## config.mk

```make
export PLATFORM = sky130hd
export DESIGN_NAME = mp_addsub_sequencer
export DESIGN_NICKNAME = d
export VERILOG_FILES = /design/src/rtl/mp_addsub_sequencer.sv
export SDC_FILE = /design/constraint.sdc
export NUM_CORES = 1
export LEC_CHECK = 0
export ABC_AREA = 0
export CORE_MARGIN = 2
export CORE_UTILIZATION = 47
export DETAILED_ROUTE_END_ITERATION = 16
export GPL_TIMING_DRIVEN = 0
export PLACE_DENSITY = 0.88
export RECOVER_POWER = 25
export SYNTH_ARGS = -nofsm -noshare
export SYNTH_HDL_FRONTEND = slang
export SYNTH_SLANG_ARGS = --single-unit
```

## constraint.sdc

```tcl
create_clock -name clk -period 6.4 [get_ports clk]
set_input_delay 1.28 -clock clk [delete_from_list [all_inputs] [get_ports clk]]
set_output_delay 1.28 -clock clk [all_outputs]
set_load 0.1 [all_outputs]
```

## src/rtl/mp_addsub_sequencer.sv

```systemverilog
// rtl/mp_addsub_sequencer.sv - multi-precision add/sub sequencer, one word per cycle, LS word first
// Optional rsp_zero output enabled by MP_ADDSUB_ZERO_FLAG_EN.
module mp_addsub_sequencer #(
  parameter int WORD_WIDTH = 16,
  parameter int NUM_WORDS  = 4
) (
  input  logic                            clk,
  input  logic                            rst,
  input  logic                            req_valid,
  output logic                            req_ready,
  input  logic                            req_sub,
  input  logic                            req_signed,
  input  logic                            req_carry_in,
  input  logic [NUM_WORDS*WORD_WIDTH-1:0] req_a,
  input  logic [NUM_WORDS*WORD_WIDTH-1:0] req_b,
  output logic                            rsp_valid,
  input  logic                            rsp_ready,
  output logic [NUM_WORDS*WORD_WIDTH-1:0] rsp_result,
  output logic                            rsp_carry_out,
`ifdef MP_ADDSUB_ZERO_FLAG_EN
  output logic                            rsp_zero,
`endif
  output logic                            rsp_overflow
);

  localparam int W     = NUM_WORDS * WORD_WIDTH;
  localparam int IDX_W = (NUM_WORDS > 1) ? $clog2(NUM_WORDS) : 1;
  localparam logic [IDX_W-1:0] LAST_IDX = IDX_W'(NUM_WORDS - 1);

  typedef enum logic [1:0] {IDLE, RUN, DONE} state_t;

  state_t               state;
  logic [W-1:0]         a_q;
  logic [W-1:0]         b_q;
  logic                 sub_q;
  logic                 signed_q;
  logic                 carry_q;
  logic [IDX_W-1:0]     idx_q;
`ifdef MP_ADDSUB_ZERO_FLAG_EN
  logic                 zero_q;
`endif

  logic [WORD_WIDTH-1:0] a_w;
  logic [WORD_WIDTH-1:0] b_w;
  logic [WORD_WIDTH-1:0] r_w;
  logic [WORD_WIDTH:0]   full_w;
  logic [WORD_WIDTH-1:0] low_w;
  logic                  c_out;
  logic                  c_into_msb;

  // The low-bits sum exposes the carry/borrow into the word MSB for signed overflow.
  always_comb begin
    a_w = a_q[idx_q*WORD_WIDTH +: WORD_WIDTH];
    b_w = b_q[idx_q*WORD_WIDTH +: WORD_WIDTH];
    if (sub_q) begin
      full_w = {1'b0, a_w} - {1'b0, b_w} - (WORD_WIDTH+1)'(carry_q);
      low_w  = {1'b0, a_w[WORD_WIDTH-2:0]} - {1'b0, b_w[WORD_WIDTH-2:0]} - WORD_WIDTH'(carry_q);
    end else begin
      full_w = {1'b0, a_w} + {1'b0, b_w} + (WORD_WIDTH+1)'(carry_q);
      low_w  = {1'b0, a_w[WORD_WIDTH-2:0]} + {1'b0, b_w[WORD_WIDTH-2:0]} + WORD_WIDTH'(carry_q);
    end
    r_w        = full_w[WORD_WIDTH-1:0];
    c_out      = full_w[WORD_WIDTH];
    c_into_msb = low_w[WORD_WIDTH-1];
  end

  always_ff @(posedge clk or posedge rst) begin
    if (rst) begin
      state         <= IDLE;
      req_ready     <= 1'b1;
      rsp_valid     <= 1'b0;
      rsp_result    <= '0;
      rsp_carry_out <= 1'b0;
      rsp_overflow  <= 1'b0;
      a_q           <= '0;
      b_q           <= '0;
      sub_q         <= 1'b0;
      signed_q      <= 1'b0;
      carry_q       <= 1'b0;
      idx_q         <= '0;
`ifdef MP_ADDSUB_ZERO_FLAG_EN
      zero_q        <= 1'b0;
`endif
    end else begin
      case (state)
        IDLE: begin
          if (req_valid) begin
            a_q       <= req_a;
            b_q       <= req_b;
            sub_q     <= req_sub;
            signed_q  <= req_signed;
            carry_q   <= req_carry_in;
            idx_q     <= '0;
            req_ready <= 1'b0;
`ifdef MP_ADDSUB_ZERO_FLAG_EN
            zero_q    <= 1'b1;
`endif
            state     <= RUN;
          end
        end
        RUN: begin
          rsp_result[idx_q*WORD_WIDTH +: WORD_WIDTH] <= r_w;
          carry_q <= c_out;
`ifdef MP_ADDSUB_ZERO_FLAG_EN
          zero_q  <= zero_q & (r_w == '0);
`endif
          if (idx_q == LAST_IDX) begin
            rsp_carry_out <= c_out;
            rsp_overflow  <= signed_q ? (c_into_msb ^ c_out) : c_out;
            rsp_valid     <= 1'b1;
            state         <= DONE;
          end else begin
            idx_q <= idx_q + 1'b1;
          end
        end
        DONE: begin
          if (rsp_ready) begin
            rsp_valid <= 1'b0;
            req_ready <= 1'b1;
            state     <= IDLE;
          end
        end
        default: begin
          state     <= IDLE;
          req_ready <= 1'b1;
          rsp_valid <= 1'b0;
        end
      endcase
    end
  end

`ifdef MP_ADDSUB_ZERO_FLAG_EN
  assign rsp_zero = zero_q;
`endif

endmodule

```

==> impl_metrics.csv <==
group,metric,value,unit
grt,overflow,0,
detailed_routing,avgRoutedWirePerCell,19.9,µm
worst_setup_path,worst-setup-path-type,"flip-flop to flip-flop",
worst_setup_path,cpPeakStageDelay,660,ps
die,fp.dieH,152,µm
grt,grt_max_degree,45,
worst_setup_path,cp_max_fo,10,
clock_tree,h-tree-depth,1,
grt,grt_usage,23.5,%
clock_tree,max-clock-path-buffers,3,
min_path,hold_path_class,"flip-flop to flip-flop",
finish,syn2layout_area_growth,29.8,%
finish,mostFrequentLayoutCell,"dfrtp_1",
timing,slew_headroom,-48.7,%
die,core_area,0.0217,mm²
place,hpwl,21100,µm
yosys,synth-seq-cells,203,
timing,fin_crit_sh,81.0,%
timing,slew_viol_final,111,
timing,rsz0062_at_grt,"no",
detailed_routing,drc,0,
die,io_pins,203,
detailed_routing,wl,27300,µm
detailed_routing,num_vias,7746,
grt,grt_pass1_vias,7994,
finish,antenna_cells,0,
die,rows,54,
grt,grt_pass1_wl,43400,µm
finish,fillCellCount,1628,
worst_setup_path,critical_path.cell_chain,"buf_6 > clkbuf_1 > clkbuf_1 > mux4_2 > ha_1 > inv_1 > ha_1 > a21oi_1 > o21ai_0 > a41o_1 > a21o_1 > a211o_1 > a2111o_1 > xnor2_1 > o21ai_1",
yosys,synth-edff-count,0,
worst_setup_path,crit_path_end_kind,"flip-flop",
timing,final-hold-violation-count,0,
yosys,ys_seq_area_share,49.2,%
die,dieArea,0.0232,mm²
detailed_routing,first_pass_iters,5,
worst_setup_path,cp_slowest_cell,"clkbuf_1",
detailed_routing,viasPerCell,5.63,
worst_setup_path,arrival,5570,ps
place,place.gp.congestion,0.933,
outcome,status,"finished, violations left",
yosys,avgSynthCellArea,12.2,µm²
timing,clock_skew,24.3,ps
yosys,syn_inst,850,
worst_setup_path,start_kind,"flip-flop",
yosys,syn_area,0.0103,mm²
flow_run,max-cap-violations,3,
yosys,synthesis.nets,1038,
clock_tree,ctsHoldBuffers,0,
clock_tree,cts_tree,"done",
place,port_buffers,202,
timing,max_freq,193,MHz
min_path,min_from,"rsp_result[46]",
worst_setup_path,cp_data_required_time,6780,ps
finish,final_cell_mix,"202 x dfrtp_1, 200 x clkdlybuf4s50_1, 130 x mux2_2",
clock_tree,cts_made_buffers,22,
timing,fin_tns_setup,0,ps
timing,setup-violations-final,0,
worst_setup_path,setup.worst_path.start,"idx_q[0]",
clock_tree,cts_resized,0,
yosys,synth.distinct_cells,62,
yosys,ys_async_sr_fraction,100,%
die,initial_core_util,47.6,%
grt,antenna_found_initial,1,
clock_tree,cts.sinks,203,
finish,drive_above_1_share,19.2,%
detailed_routing,drtIter0Drc,359,
clock_tree,postCtsSetupBuffers,0,
clock_tree,path_clk_slew,60,ps
detailed_routing,ant_nets,0,
finish,nNetsFinal,1269,
die,dieWidth,152,µm
yosys,yosys_warnings,0,
yosys,synth_flop_cell,"dfrtp_1",
timing,tightestPinTransition,2230,ps
timing,period_needed,5190,ps
clock_tree,clk-insertion-delay-late,520,ps
worst_setup_path,reg2reg_slack,1210,ps
clock_tree,clockRootBuffer,"clkbuf_16",
outcome,violations,"capacitance limit, slew limit",
worst_setup_path,r2r-start,"idx_q[0]",
[critical path, delay by kind of cell (launching register included)]
family / cells / cell delay [ps]
compound gates: 7 / 1770
xor+xnor: 1 / 200
fa+ha+maj: 2 / 730
buf+inv: 4 / 1470
flops: 1 / 410
mux: 1 / 460
[per-layer routing]
metal | vias to the layer above | wire, µm | global-route usage, %
met5 | - | 14 | 0
met4 | 2 | 1120 | 9.17
met3 | 63 | 1680 | 4.41
met2 | 313 | 13200 | 39.5
met1 | 3857 | 11300 | 30.5
li1 | 3511 | - | -
[per-stage QoR]
step	setup slack [ps]	instance area (µm²)	utilization, %	cells	hold WS (ps)
global route	940	13400	61.9	1375	518
detailed placement	1240	12800	59.1	1337	473
floorplan	2140	10300	-	850	472
CTS	1230	13500	62.1	1375	486
global placement	1040	12700	58.6	1332	462
finish	1210	13400	61.9	1375	486
[final cells by class]
class                           count  area (µm²)  area share [%]
Clock inverter                      8        57.6           0.429
Sequential cell                   203        5080            37.9
Multi-Input combinational cell    556        4900            36.5
Buffer                             37         148            1.10
Inverter                           54         204            1.52
Timing Repair Buffer              207        2070            15.5
Tap cell                          280         350            2.61
Clock buffer                       30         601            4.48
[worst paths after layout]
path / endpoint / cells past startpoint
worst max-delay path: rsp_overflow / 15
worst min-delay path: rsp_result[46] / 2
worst max register to register: rsp_overflow / 15
worst min register to register: rsp_result[46] / 2
max in group asynchronous: rsp_result[54] / 4
min in group asynchronous: a_q[33] / 2
[cell usage after synthesis, types with 2 or more instances]
cell	count	area [µm²]
inv_1	54	203
o22a_1	2	17.5
nand3_1	7	35.0
o21ai_1	2	10.0
mux2i_1	2	20.0
nor2_1	21	78.8
xnor2_1	18	158
o311ai_1	4	35.0
a21o_1	7	52.6
o31ai_1	2	15.0
mux4_2	31	698
dfrtp_1	202	5050
buf_1	3	11.3
o21ai_0	67	335
fa_1	4	80.1
a211oi_1	3	22.5
nor3_1	11	55.1
xor2_1	7	61.3
a21oi_1	22	110
a211o_1	3	26.3
and3_1	5	31.3
mux2_2	130	1460
nor2b_1	5	31.3
nand2_1	80	300
a22o_1	17	149
ha_1	49	613
nand4_1	8	50.1
clkbuf_1	32	120
a2111o_1	2	22.5
o31a_1	2	17.5
and2_1	4	25.0
nand2b_1	13	81.3
or3_1	2	12.5
[sequential cells by signal (all words and copies together), names as in the netlist]
name and flops:
a_q 64, b_q 64, carry_q 1, idx_q 2
req_ready 1, rsp_carry_out 1, rsp_overflow 1, rsp_result 64
rsp_valid 1, signed_q 1, state 2, sub_q 1
[cells by family after synthesis]
family	count (synthesis)	synth area share [%]
xor gates and xnor gates	25	2.12
muxes	165	21.5
AOI/OAI and AO/OA	152	9.98
and+or+nand+nor	161	7.13
DFF	203	49.2
buffers and inverters	91	3.39
adders and majority gates	53	6.71
Power is left out: the tool's default activity adds up to more than one toggle a clock period on the data nets, which glitch-free logic cannot reach.
